===== src/rtl/sb_config_loader.sv =====
// sb_config_loader: serial configuration loader for the switchbox/fabric
// configuration chain. Accepts parallel bitstream words over a valid/ready
// handshake and shifts them MSB-first onto the chain, one bit per clock,
// with cfg_en high only while a bit is presented.
// Optional feature macro: SB_CFG_LOADER_CRC_EN (CRC-16-CCITT check word).
module sb_config_loader #(
    parameter int CHAIN_LEN = 1024,
    parameter int WORD_W    = 32
) (
    input  logic              clk,
    input  logic              nrst,
    input  logic              start,
    input  logic              abort,
    input  logic [WORD_W-1:0] word_data,
    input  logic              word_valid,
    output logic              word_ready,
    output logic              cfg_data,
    output logic              cfg_en,
    output logic              busy,
    output logic              done,
    output logic              error
);

    localparam int CW = $clog2(CHAIN_LEN + 1);
    localparam int IW = $clog2(WORD_W);
    localparam logic [CW-1:0] LAST_BIT = CW'(CHAIN_LEN);
    localparam logic [IW-1:0] LAST_IDX = IW'(WORD_W - 1);

    typedef enum logic [2:0] {
        ST_IDLE,
        ST_FETCH,
        ST_SHIFT,
`ifdef SB_CFG_LOADER_CRC_EN
        ST_CHECK,
`endif
        ST_DONE
    } state_t;

    state_t            state_reg, state_next;
    logic [WORD_W-1:0] shreg_reg, shreg_next;       // remaining bits of current word, MSB next
    logic [CW-1:0]     bit_cnt_reg, bit_cnt_next;   // chain bits presented so far
    logic [IW-1:0]     idx_reg, idx_next;           // index of presented bit within word
    logic              cfg_data_reg, cfg_data_next;
    logic              cfg_en_reg, cfg_en_next;
    logic              word_ready_reg, word_ready_next;
    logic              busy_reg, busy_next;
    logic              done_reg, done_next;
    logic              handshake;

    assign handshake  = word_valid && word_ready_reg;

    assign word_ready = word_ready_reg;
    assign cfg_data   = cfg_data_reg;
    assign cfg_en     = cfg_en_reg;
    assign busy       = busy_reg;
    assign done       = done_reg;

`ifdef SB_CFG_LOADER_CRC_EN
    logic [15:0] crc_reg, crc_next;
    logic [15:0] crc_word;
    logic        error_reg, error_next;

    // Low 16 bits of the check word, zero-extended for narrow words.
    for (genvar gi = 0; gi < 16; gi++) begin : g_crc_word
        if (gi < WORD_W) begin : g_bit
            assign crc_word[gi] = word_data[gi];
        end else begin : g_zero
            assign crc_word[gi] = 1'b0;
        end
    end

    // One CRC-16-CCITT step (poly 0x1021, MSB-first, no reflection).
    function automatic logic [15:0] crc_step(input logic [15:0] c, input logic b);
        logic fb;
        fb = c[15] ^ b;
        return {c[14:0], 1'b0} ^ (fb ? 16'h1021 : 16'h0000);
    endfunction

    assign error = error_reg;
`else
    assign error = 1'b0;
`endif

    // State, datapath and registered outputs; asynchronous active-low reset.
    always_ff @(posedge clk or negedge nrst) begin
        if (!nrst) begin
            state_reg      <= ST_IDLE;
            shreg_reg      <= '0;
            bit_cnt_reg    <= '0;
            idx_reg        <= '0;
            cfg_data_reg   <= 1'b0;
            cfg_en_reg     <= 1'b0;
            word_ready_reg <= 1'b0;
            busy_reg       <= 1'b0;
            done_reg       <= 1'b0;
`ifdef SB_CFG_LOADER_CRC_EN
            crc_reg        <= 16'hFFFF;
            error_reg      <= 1'b0;
`endif
        end else begin
            state_reg      <= state_next;
            shreg_reg      <= shreg_next;
            bit_cnt_reg    <= bit_cnt_next;
            idx_reg        <= idx_next;
            cfg_data_reg   <= cfg_data_next;
            cfg_en_reg     <= cfg_en_next;
            word_ready_reg <= word_ready_next;
            busy_reg       <= busy_next;
            done_reg       <= done_next;
`ifdef SB_CFG_LOADER_CRC_EN
            crc_reg        <= crc_next;
            error_reg      <= error_next;
`endif
        end
    end

    // Next-state logic; outputs are computed for the state being entered.
    always_comb begin
        state_next      = state_reg;
        shreg_next      = shreg_reg;
        bit_cnt_next    = bit_cnt_reg;
        idx_next        = idx_reg;
        cfg_data_next   = 1'b0;
        cfg_en_next     = 1'b0;
        word_ready_next = 1'b0;
        done_next       = 1'b0;
`ifdef SB_CFG_LOADER_CRC_EN
        crc_next        = crc_reg;
        error_next      = error_reg;
`endif

        case (state_reg)
            ST_IDLE: begin
                if (start) begin
                    state_next      = ST_FETCH;
                    word_ready_next = 1'b1;
                    bit_cnt_next    = '0;
                    idx_next        = '0;
`ifdef SB_CFG_LOADER_CRC_EN
                    crc_next        = 16'hFFFF;
                    error_next      = 1'b0;
`endif
                end
            end

            ST_FETCH: begin
                word_ready_next = 1'b1;
                if (handshake) begin
                    // Present the MSB immediately; keep the rest left-aligned.
                    state_next      = ST_SHIFT;
                    word_ready_next = 1'b0;
                    cfg_en_next     = 1'b1;
                    cfg_data_next   = word_data[WORD_W-1];
                    shreg_next      = {word_data[WORD_W-2:0], 1'b0};
                    bit_cnt_next    = bit_cnt_reg + CW'(1);
                    idx_next        = '0;
                end
            end

            ST_SHIFT: begin
`ifdef SB_CFG_LOADER_CRC_EN
                crc_next = crc_step(crc_reg, cfg_data_reg);
`endif
                if (bit_cnt_reg == LAST_BIT) begin
                    // Chain full: any remaining low bits of this word are dropped.
`ifdef SB_CFG_LOADER_CRC_EN
                    state_next      = ST_CHECK;
                    word_ready_next = 1'b1;
`else
                    state_next      = ST_DONE;
                    done_next       = 1'b1;
`endif
                end else if (idx_reg == LAST_IDX) begin
                    state_next      = ST_FETCH;
                    word_ready_next = 1'b1;
                end else begin
                    cfg_en_next     = 1'b1;
                    cfg_data_next   = shreg_reg[WORD_W-1];
                    shreg_next      = {shreg_reg[WORD_W-2:0], 1'b0};
                    bit_cnt_next    = bit_cnt_reg + CW'(1);
                    idx_next        = idx_reg + IW'(1);
                end
            end

`ifdef SB_CFG_LOADER_CRC_EN
            ST_CHECK: begin
                word_ready_next = 1'b1;
                if (handshake) begin
                    state_next      = ST_DONE;
                    word_ready_next = 1'b0;
                    done_next       = 1'b1;
                    error_next      = (crc_word != crc_reg);
                end
            end
`endif

            ST_DONE: begin
                state_next = ST_IDLE;
            end

            default: begin
                state_next = ST_IDLE;
            end
        endcase

        // Abort beats start and any same-cycle handshake; error is preserved.
        if (abort && state_reg != ST_IDLE) begin
            state_next      = ST_IDLE;
            cfg_en_next     = 1'b0;
            cfg_data_next   = 1'b0;
            word_ready_next = 1'b0;
            done_next       = 1'b0;
            shreg_next      = '0;
            bit_cnt_next    = '0;
            idx_next        = '0;
        end

        busy_next = (state_next != ST_IDLE);
    end

endmodule


===== config.mk =====
export PLATFORM = sky130hd
export DESIGN_NAME = sb_config_loader
export DESIGN_NICKNAME = d
export VERILOG_FILES = /design/src/rtl/sb_config_loader.sv
export SDC_FILE = /design/constraint.sdc
export NUM_CORES = 1
export LEC_CHECK = 0
export BUFFER_PORTS_ARGS = -buffer_cell sky130_fd_sc_hd__buf_2
export CELL_PAD_IN_SITES_DETAIL_PLACEMENT = 2
export CELL_PAD_IN_SITES_GLOBAL_PLACEMENT = 2
export CORE_ASPECT_RATIO = 1.1
export CORE_MARGIN = 1
export CORE_UTILIZATION = 32
export DETAILED_ROUTE_END_ITERATION = 6
export GPL_ROUTABILITY_DRIVEN = 0
export PLACE_DENSITY = 0.81
export SYNTH_ARGS = -nofsm -noshare
export SYNTH_HDL_FRONTEND = slang
export SYNTH_SLANG_ARGS = --single-unit

===== constraint.sdc =====
create_clock -name clk -period 2.2 [get_ports clk]
set_input_delay 0.11 -clock clk [delete_from_list [all_inputs] [get_ports clk]]
set_output_delay 0.11 -clock clk [all_outputs]
set_load 0.01 [all_outputs]

==> results.txt <==
----------------------------------------------------
[Synth]
  Total of warnings raised by yosys ... 0
  Syn Area/Cell ... 10.0 µm²
  Cell types with the largest area share after synthesis ... dfrtp_1, mux2i_1, o31ai_1
  Seq/Total Area, Yosys ... 48.1%
  Number of distinct library cells after synthesis ... 46
  Async set-or-reset flop fraction in the synthesized netlist ... 100%
  Cell count after synthesis ... 285
  Flip-flop and latch count after synthesis ... 55
  Top cell type by total area after synthesis ... dfrtp_1
  Area share of the leading cell type in the synthesized netlist ... 48.1%
  Main flop type after synthesis ... dfrtp_1
  EDFF count, synth ... 0
  Summed instance area of the synthesized netlist ... 0.00286 mm²

[Die]
  DIE WIDTH ... 92.1 µm
  Initial cell density of the core ... 33.5%
  Boundary pin count ... 43
  Total number of placement rows ... 35
  Core box area ... 0.00854 mm²
  Floorplan die area ... 0.00932 mm²
  Vert. Die Dim ... 101 µm

[Timing]
  Min Clock Period, post-route ... 2.26 ns
  Total of endpoints with negative setup slack in the final report ... 6
  Final hold vios ... 0
  Clock Skew ... 0.0108 ns
  Pins over their slew limit ... 0
  Final worst-path setup slack ... -0.0640 ns
  Normalized max-slew margin ... 58.6%
  Worst hold slack across all endpoints ... 0.0202 ns
  Sum of negative setup slack ... -0.209 ns
  Maximum frequency from static timing analysis ... 0.442 GHz
  RSZ-0062 raised after global routing ... yes
  Worst Tran Pin Value ... 0.615 ns
  Ratio of final minimum period to clock period ... 103%

[Route]
  Drc violations ... 0
  Vias per cell ... 5.23
  Mean routed wirelength per cell ... 18.2 µm
  Aggregate routed wire length ... 8260 µm
  Number of nets with antenna violations after routing ... 0
  Total iterations of the first detailed-routing run ... 5
  Overall via count from detail_route ... 2381
  Drt first-iter violations ... 101

[GRT]
  Maximum number of pins on one net before global-route repair ... 56
  Number of antenna violations at the first check in global routing ... 0
  Global-route wire length before repair ... 13800 µm
  Number of global-route vias before repair ... 2671
  Congestion Overflow GR ... 0
  Global-route usage over all layers ... 18.9%

[Placement]
  Cell count after placement ... 442
  Dpl hpwl ... 5760 µm
  IO Port Bufs ... 41
  Cell Area, Placed ... 0.00331 mm²

[Clocking]
  Clk sinks ... 55
  Total CTS buffers ... 5
  Clock transition at path regs ... 0.12 ns
  Number of H-tree branching levels ... 2
  Clock root buffer master ... clkbuf_8
  Clock latency at the later pin of the worst-skew pair ... 0.32 ns
  Maximum clock path buffer count ... 2
  TritonCTS clock tree ... built

[Pwr]
  PD cells ... 572 mW/mm²
  Maximum vdd ir drop ... 280 µV
  Power after layout ... 0.00204 W
  Leak Pwr ... 1.60 nW

[Status]
  Failing checks ... setup timing
  Result of the run ... complete, but fails checks

[Critical path]
  Nature of the critical path endpoint ... flop
  Startpoint-to-endpoint class of the critical path ... reg -> reg
  Count of cells along the worst register-to-register path ... 8
  Worst EP arrival ... 2.51 ns
  Required time of the critical path ... 2.44 ns
  Worst Setup Start Kind ... flop
  Maximum fanout count along the critical path ... 4

[Finish]
  Final Non-Filler Cells ... 455
  Largest register FFs ... 31
  Layout fillers ... 925
  Area of combinational cells with multiple inputs ... 0.00147 mm²
  Number of antenna repair diodes ... 0
  Growth of design area from synthesis to finish ... 24.9%
  Register Area ... 0.00138 mm²
  Final Cell Area ... 0.00357 mm²
  Net count, final ... 384
  Fraction of final layout cells sized beyond drive strength 1 ... 28.8%

[Hold path]
  Hold Path Class ... in -> reg
  Worst hold path depth ... 3

[Job]
  Count of max-cap constraint violations ... 0

----------------------------------------------------
-- per-layer routing --
layer	track usage [%]	vias up	wire, µm
met4	2.88	0	46
met1	23.3	1202	3670
li1	-	1139	-
met3	3.60	5	218
met5	0	-	0
met2	35.1	35	4330
-- cells in the final DEF, fill, tap and decap left out, types with 4 or more instances in the layout --
| cell type | count |
|---|---|
| dfrtp_1 | 54 |
| nand2_1 | 44 |
| buf_2 | 41 |
| mux2i_1 | 29 |
| o31ai_1 | 29 |
| buf_4 | 27 |
| nor2_1 | 18 |
| o21ai_0 | 11 |
| nand3_1 | 10 |
| a21oi_1 | 5 |
| inv_1 | 5 |
| clkbuf_8 | 5 |
| or3_1 | 4 |
-- through the flow --
step                      util (%)  setup WS, ns
after floorplan                  -       0.00166
after global placement        38.8       -0.0319
after detailed placement      38.8        -0.131
after CTS                     41.1       -0.0628
after global routing          41.8        -0.116
final                         41.8       -0.0640
-- worst paths after layout --
kind                            slack (ns)         start             end
worst max-delay path                 -0.06    idx_reg[0]  bit_cnt_reg[6]
worst min-delay path                  0.02  word_data[0]    shreg_reg[1]
worst max register to register       -0.06    idx_reg[0]  bit_cnt_reg[6]
worst min register to register        0.50  shreg_reg[5]    shreg_reg[5]
max in group asynchronous             1.18          nrst  bit_cnt_reg[1]
min in group asynchronous             0.34          nrst   shreg_reg[12]
-- cells by family (layout without fill, tap and decap cells) --
kind of cell / Yosys count / in the layout / share of synthesized area [%]
compound gates: 71 / 71 / 18.5
xor+xnor: 1 / 1 / 0.306
fa+ha+maj: 4 / 4 / 1.75
buf+inv: 27 / 85 / 4.99
flops: 55 / 55 / 48.1
mux: 29 / 29 / 10.2
other cells: 1 / 2 / 0.131
simple gates: 97 / 97 / 16.1
-- where the power goes --
part | internal, W | switching, W | leakage, nW | total, W
logic | 0.000113 | 0.000161 | 0.834 | 0.000274
clock network | 0.000237 | 0.000384 | 0.0467 | 0.000621
registers | 0.00110 | 0.0000521 | 0.722 | 0.00115
-- worst max-delay path, cell delays in order, from the launching register on --
cell	delay, ns
dfrtp_1	0.42
ha_2	0.20
and3_4	0.18
ha_4	0.16
or4b_4	0.53
a31oi_4	0.20
o21ai_4	0.09
or3_1	0.32
o211ai_1	0.09
-- cell type report --
type                            count  area share, %
Clock buffer                        5           1.93
Clock inverter                      3          0.771
Inverter                            5          0.526
Multi-Input combinational cell    204           41.1
Sequential cell                    55           38.6
Tap cell                          111           3.89
Timing Repair Buffer               72           13.1
-- Yosys cell counts (4+ instances only) --
master,number
a21oi_1,5
buf_2,15
dfrtp_1,55
ha_1,4
inv_1,5
mux2i_1,29
nand2_1,44
nand3_1,10
nor2_1,18
o21ai_0,13
o31ai_1,32
or3_1,4
-- what timing repair did --
action                     in CTS  in global routing
hold buffers                    1                  0
resized for setup              12                  9
setup endpoints to repair      18                 41
hold endpoints to repair       24                  0
buffers inserted                2                  2
pin swaps                       6                  2
Note: power is estimated with default switching activity, not from simulation.
